`config.mk`:
```
export PLATFORM = sky130hd
export DESIGN_NAME = latch_bank_loader
export DESIGN_NICKNAME = d
export VERILOG_FILES = /design/src/rtl/latch_bank_loader_pkg.sv /design/src/rtl/latch_bank_loader_phase_counter.sv /design/src/rtl/latch_bank_loader.sv
export SDC_FILE = /design/constraint.sdc
export NUM_CORES = 1
export LEC_CHECK = 0
export CORE_MARGIN = 4
export CORE_UTILIZATION = 48
export DETAILED_ROUTE_END_ITERATION = 7
export PLACE_DENSITY = 0.94
export SLEW_MARGIN = 10
export SYNTH_ARGS = -nofsm -noshare
export SYNTH_HDL_FRONTEND = slang
export SYNTH_SLANG_ARGS = --single-unit
```
`constraint.sdc`:
```
create_clock -name clk -period 4.8 [get_ports clk]
set_clock_uncertainty 0.2 [all_clocks]
set_input_delay 1.44 -clock clk [delete_from_list [all_inputs] [get_ports clk]]
set_output_delay 1.44 -clock clk [all_outputs]
set_load 0.1 [all_outputs]
```
`src/rtl/latch_bank_loader_pkg.sv`:
```
// Shared types and helpers for the latch bank write controller.
package latch_bank_loader_pkg;

  typedef enum logic [1:0] {
    IDLE,
    SETUP,
    PULSE,
    HOLD
  } state_t;

  // One counter covers all three phases, so size it for the longest phase.
  function automatic int cnt_width(input int setup_cyc, input int pulse_cyc, input int hold_cyc);
    int longest;
    longest = setup_cyc;
    if (pulse_cyc > longest) longest = pulse_cyc;
    if (hold_cyc > longest) longest = hold_cyc;
    return $clog2(longest + 1);
  endfunction

endpackage

```
`src/rtl/latch_bank_loader_phase_counter.sv`:
```
// Loadable down-counter with a zero flag; it parks at zero instead of wrapping.
module phase_counter #(
  parameter int W = 2
) (
  input  logic         clk,
  input  logic         rst,
  input  logic         load,
  input  logic [W-1:0] load_val,
  output logic         zero
);

  logic [W-1:0] count;

  always_ff @(posedge clk or posedge rst) begin
    if (rst) begin
      count <= '0;
    end else if (load) begin
      count <= load_val;
    end else if (count != '0) begin
      count <= count - 1'b1;
    end
  end

  assign zero = (count == '0);

endmodule

```
`src/rtl/latch_bank_loader.sv`:
```
// Write-side controller for a latch word bank: setup, enable pulse and hold phases
// around every write so each latch sees stable data across its open window.
module latch_bank_loader
  import latch_bank_loader_pkg::*;
#(
  parameter  int WIDTH     = 8,
  parameter  int DEPTH     = 4,
  parameter  int SETUP_CYC = 2,
  parameter  int PULSE_CYC = 3,
  parameter  int HOLD_CYC  = 1,
  localparam int AW        = (DEPTH > 1) ? $clog2(DEPTH) : 1
) (
  input  logic             clk,
  input  logic             rst,
  input  logic             req_valid,
  output logic             req_ready,
  input  logic [AW-1:0]    req_addr,
  input  logic [WIDTH-1:0] req_data,
  output logic [WIDTH-1:0] lat_d,
  output logic [DEPTH-1:0] lat_en,
  output logic             busy,
  output logic             done,
  output logic             err
);

  localparam int CW = cnt_width(SETUP_CYC, PULSE_CYC, HOLD_CYC);

  state_t           state;
  state_t           state_nxt;
  logic             accept;
  logic             cnt_load;
  logic [CW-1:0]    cnt_load_val;
  logic             cnt_zero;
  logic [AW-1:0]    addr_q;
  logic             addr_oor;
  logic [DEPTH-1:0] lat_en_nxt;
  logic             done_nxt;
  logic             err_nxt;

  assign accept = (state == IDLE) && req_valid;

  phase_counter #(.W(CW)) u_phase_counter (
    .clk      (clk),
    .rst      (rst),
    .load     (cnt_load),
    .load_val (cnt_load_val),
    .zero     (cnt_zero)
  );

  always_ff @(posedge clk or posedge rst) begin
    if (rst) begin
      state <= IDLE;
    end else begin
      state <= state_nxt;
    end
  end

  // The counter is reloaded with the length of the phase being entered.
  always_comb begin
    state_nxt    = state;
    cnt_load     = 1'b0;
    cnt_load_val = '0;
    case (state)
      IDLE: begin
        if (req_valid) begin
          state_nxt    = SETUP;
          cnt_load     = 1'b1;
          cnt_load_val = CW'(SETUP_CYC - 1);
        end
      end
      SETUP: begin
        if (cnt_zero) begin
          state_nxt    = PULSE;
          cnt_load     = 1'b1;
          cnt_load_val = CW'(PULSE_CYC - 1);
        end
      end
      PULSE: begin
        if (cnt_zero) begin
          state_nxt    = HOLD;
          cnt_load     = 1'b1;
          cnt_load_val = CW'(HOLD_CYC - 1);
        end
      end
      HOLD: begin
        if (cnt_zero) begin
          state_nxt = IDLE;
        end
      end
      default: state_nxt = IDLE;
    endcase
  end

  // Enables are decoded from the next state so the registered lat_en lines up with PULSE.
  always_comb begin
    req_ready  = (state == IDLE);
    busy       = (state != IDLE);
    addr_oor   = 1'b1;
    lat_en_nxt = '0;
    for (int i = 0; i < DEPTH; i++) begin
      if (addr_q == AW'(i)) begin
        addr_oor      = 1'b0;
        lat_en_nxt[i] = (state_nxt == PULSE);
      end
    end
    done_nxt = (state == HOLD) && cnt_zero;
    err_nxt  = done_nxt && addr_oor;
  end

  always_ff @(posedge clk or posedge rst) begin
    if (rst) begin
      addr_q <= '0;
      lat_d  <= '0;
      lat_en <= '0;
      done   <= 1'b0;
      err    <= 1'b0;
    end else begin
      lat_en <= lat_en_nxt;
      done   <= done_nxt;
      err    <= err_nxt;
      if (accept) begin
        addr_q <= req_addr;
        lat_d  <= req_data;
      end
    end
  end

endmodule

```
# Yosys cells after proc, flatten, opt, wreduce, memory -nomap -nowiden

Index checks and enable logic that the tools add are counted.

Bits in latches: 0
Output and inout port bits: 16
Memory bits (writable): 0
Memory bits (read-only): 0
Input bits: 13
Register bits after elaboration: 20
Memories kept: 0
Word-level logic and storage cells: 46

Shift operators: 0
Mux-type cells: 21
Bitwise gates (word level): 0
Div/mod/pow operators: 0
Equality and inequality tests: 7
Multiply operators: 0
Order comparisons: 0
$add $sub $neg: 1
Reductions and logical operators: 10

Operators by type and width:

| kind                | number |
|---|---|
| $mux 2              | 7 |
| $mux 1              | 11 |
| $eq 2x2->1 const B  | 5 |
| $pmux 2 s4          | 1 |
| $logic_not 2->1     | 3 |
| $reduce_bool 2->1   | 3 |
| $eq 2x1->1 const B  | 2 |
| $pmux 2 s2          | 1 |
| $logic_and 1x1->1   | 3 |
| $pmux 1 s2          | 1 |
| $reduce_or 2->1     | 1 |
| $sub 2x1->2 const B | 1 |

# Depth between registers and ports, before layout

Depth in word-level cells: 6
Mapped depth: 6

# By module

Synthesis repeated with hierarchy kept, for this count alone.

Cell total of the unflattened synthesis: 75
Area, all modules: 912.1 sq um

Modules (own cells, without submodules):

| module            | area an instance (sq um) | sequential area each (sq um) | cells an instance | times used |
|---|---|---|---|---|
| latch_bank_loader | 784.5                    | 450.4                        | 62                | 1 |
| phase_counter     | 127.6                    | 50.0                         | 13                | 1 |

# Worst setup path before layout

OpenSTA, ideal clock, no wires.

Kind: flip-flop to output port
Start: register state[0]
End: output port busy
Arrival time: 2.156 ns
Buffers on the path: 0
Stages on the path, launching flop included: 4
Setup slack: 1.004 ns
Data required time: 3.160 ns
Cells stage by stage: dfrtp_1 inv_1 ha_1 inv_1

Longest elaborated chain between the ends: 1

RTL lines:

| item                     | RTL line                | source |
|---|---|---|
| start: declaration       | latch_bank_loader.sv:28 | `state_t state;` |
| start signal: assignment | latch_bank_loader.sv:54 | `state <= state_nxt;` |
| $reduce_bool 2->1        | latch_bank_loader.sv:97 | `busy = (state != IDLE);` |
| end: declaration         | latch_bank_loader.sv:21 | `output logic busy,` |

No other way between the ends.

# Worst setup path after layout

Start: register lat_d[3]
End: output port lat_d[3]

RTL lines:

| item                     | RTL line                 | source |
|---|---|---|
| start: declaration       | latch_bank_loader.sv:19  | `output logic [WIDTH-1:0] lat_d,` |
| start signal: assignment | latch_bank_loader.sv:123 | `lat_d <= req_data;` |

No word-level cell between the ends.

==> impl_metrics.yaml <==
outcome:
  status: "finished, final reports clean"
timing:
  period_needed_ns: 3.46
  setup_tns_ns: 0
  slew_violations: 0
  tightest_slew_ns: 0.981
  setup_viol: 0
  grt_setup_unrepaired: "no"
  maxSlewHeadroom: 0.344
  clock.fmax_mhz: 289
  finalCritPeriodShare: 0.722
  postLayoutSetupSlackWorst_ns: 1.34
  hold_violations: 0
synth:
  synth_top_cell_area_share: 0.539
  syn_nets: 89
  synth_area_um2: 928
  synthAdderAreaFrac: 0.0674
  yosys_warnings: 0
  async_flop_share: 1.00
  yosysSeqAreaShare: 0.539
  synth-compound-area-share: 0.140
  yosys.area_share.simple: 0.0741
  synth_most_common_cell: "dfrtp_1"
  syn_avg_cell_area_um2: 13.1
  synthTopCellsByCount: "dfrtp_1 (20), inv_1 (10), mux2_2 (9), ha_1 (5), a2111oi_1 (4)"
  yosys-mux-area-fraction: 0.121
  synth_edf_count: 0
  syn_inst: 71
  ys.flop_type: "dfrtp_1"
  synth_top_family_by_area: "compound AO/OA/AOI/OAI gates"
  synthDistinctLibCells: 26
  synth_top_area_cell: "dfrtp_1"
  synth_xor_area_frac: 0
  synth_area_leaders: "dfrtp_1 (54%), mux2_2 (11%), ha_1 (6.7%)"
  ys_seq_elements: 20
floorplanning:
  die_area_mm2: 0.00270
  core-area_mm2: 0.00178
  initial_core_util: 0.521
  fp.dieW_um: 52.0
  fp-row-count: 15
  die_y_um: 52.0
  num_io_pins: 29
setup_path:
  arrival_ns: 1.82
  worst_ep_required_time_ns: 3.16
  path_cells: "clkdlybuf4s50_1"
  crit_family: "buffers and inverters"
  end_kind: "primary output"
  crit_fanout: 2
  critPathLaunchType: "flip-flop"
  crit_buf_inv: 1
  cp_slowest_stage_delay_ns: 1.14
  crit_type: "flip-flop to primary output"
  slowest_stage: "clkdlybuf4s50_1"
cells_and_area:
  final-seq-area_um2: 500
  area_growth_pct: 37.3
  drive_above_1_share: 0.218
  multi_input_comb_area_um2: 378
  nFillCells: 126
  layout.nets: 120
  diodes: 0
grt:
  antenna_found_initial: 0
  grt-ovfl-total: 0
  first_global_vias: 671
  grt_max_degree: 21
  grtUsageTotal: 0.163
  grt_pass1_wl_um: 3260
drt:
  drt_iter0_drc: 4
  wl_um: 1930
  first_pass_iters: 2
  vias: 662
  via_per_inst: 5.25
  wl_per_cell_um: 15.3
  final_antenna_net_count: 0
  drcViolationCount: 0
cts:
  cts_inserted_buffers: 3
  clkSinkCount: 20
  tritoncts: "yes"
  holdBufCountCts: 0
  clockBufferDepth: 2
  cts-resized-gates: 0
  clock_latency_ns: 0.31
  postCtsSetupBuffers: 0
  clk_pin_slew_ns: 0.12
  cts_htree_levels: 1
  root_buffer: "clkbuf_4"
worst_hold_path:
  hold_path_class: "flip-flop to flip-flop"
run:
  max-cap-violations: 0
place:
  dpl.hpwl_um: 1440
  dp_slack_ns: 1.61
  place_congestion: 0.728
  portBuffers: 28
[final cells by class]
| cell class | count | area share |
|---|---|---|
| flip-flops and latches | 20 | 0.393 |
| clock buffers | 3 | 0.0177 |
| well taps | 25 | 0.0245 |
| clock inverters | 1 | 0.0236 |
| repair buffers | 28 | 0.216 |
| inverters | 10 | 0.0294 |
| multi-input cells | 39 | 0.296 |
[placed cells by master (no fill, tap or decap)]
master / count
clkdlybuf4s50_1: 26
dfrtp_1: 20
inv_1: 10
mux2_2: 9
ha_1: 5
a2111oi_1: 4
clkbuf_4: 3
a21oi_1: 2
nand2_1: 2
buf_4: 2
nand2_4: 1
and3b_2: 1
o21ai_0: 1
a211o_2: 1
o311a_1: 1
and3b_1: 1
nor2b_4: 1
o221ai_2: 1
nand2b_1: 1
nor2_1: 1
o21bai_1: 1
a32oi_2: 1
and2_2: 1
mux2_1: 1
o211ai_1: 1
o221ai_1: 1
bufinv_16: 1
conb_1: 1
[through the flow]
stage               cell area, µm²  instances   util  hold WS [ns]
detailed placement            1220        122  0.686         0.293
CTS                           1270        126  0.715         0.299
global route                  1270        126  0.715         0.339
finish                        1270        126  0.715         0.304
global placement              1220        122  0.686         0.274
floorplan                      928         71      -         0.248
[logic make-up (layout without fill, tap and decap cells)]
kind of cell    Yosys count  in the layout
simple gates              9              9
flops                    20             20
fa+ha+maj                 5              5
buf+inv                  12             42
other cells               1              1
compound gates           14             14
mux                      10             10
[flip-flops by register name, summed over array words and instances (netlist names)]
| name | count |
|---|---|
| done | 1 |
| lat_en | 4 |
| u_phase_counter.count | 2 |
| lat_d | 8 |
| addr_q | 2 |
| state | 2 |
| err | 1 |
[metal layers]
layer | up-vias | track usage | part of all wire
li1 | 306 | - | -
met1 | 331 | 0.193 | 0.40
met2 | 17 | 0.289 | 0.54
met3 | 8 | 0.0201 | 0.031
met4 | 0 | 0.0786 | 0.028
met5 | - | 0 | 0
[path summary, 6_finish.rpt]
path / from / to / slack (ns) / depth (start not counted)
hold / removal: addr_q[1] / lat_en[1] / 0.30 / 1
setup / recovery: lat_d[3] / lat_d[3] / 1.34 / 1
setup reg to reg: state[1] / lat_en[0] / 2.74 / 5
min in group asynchronous: rst / lat_d[6] / 1.34 / 2
hold reg to reg: addr_q[1] / lat_en[1] / 0.30 / 1
max in group asynchronous: rst / addr_q[1] / 2.59 / 2
Power is left out: the tool's default activity adds up to more than one toggle a clock period on the data nets, which glitch-free logic cannot reach.
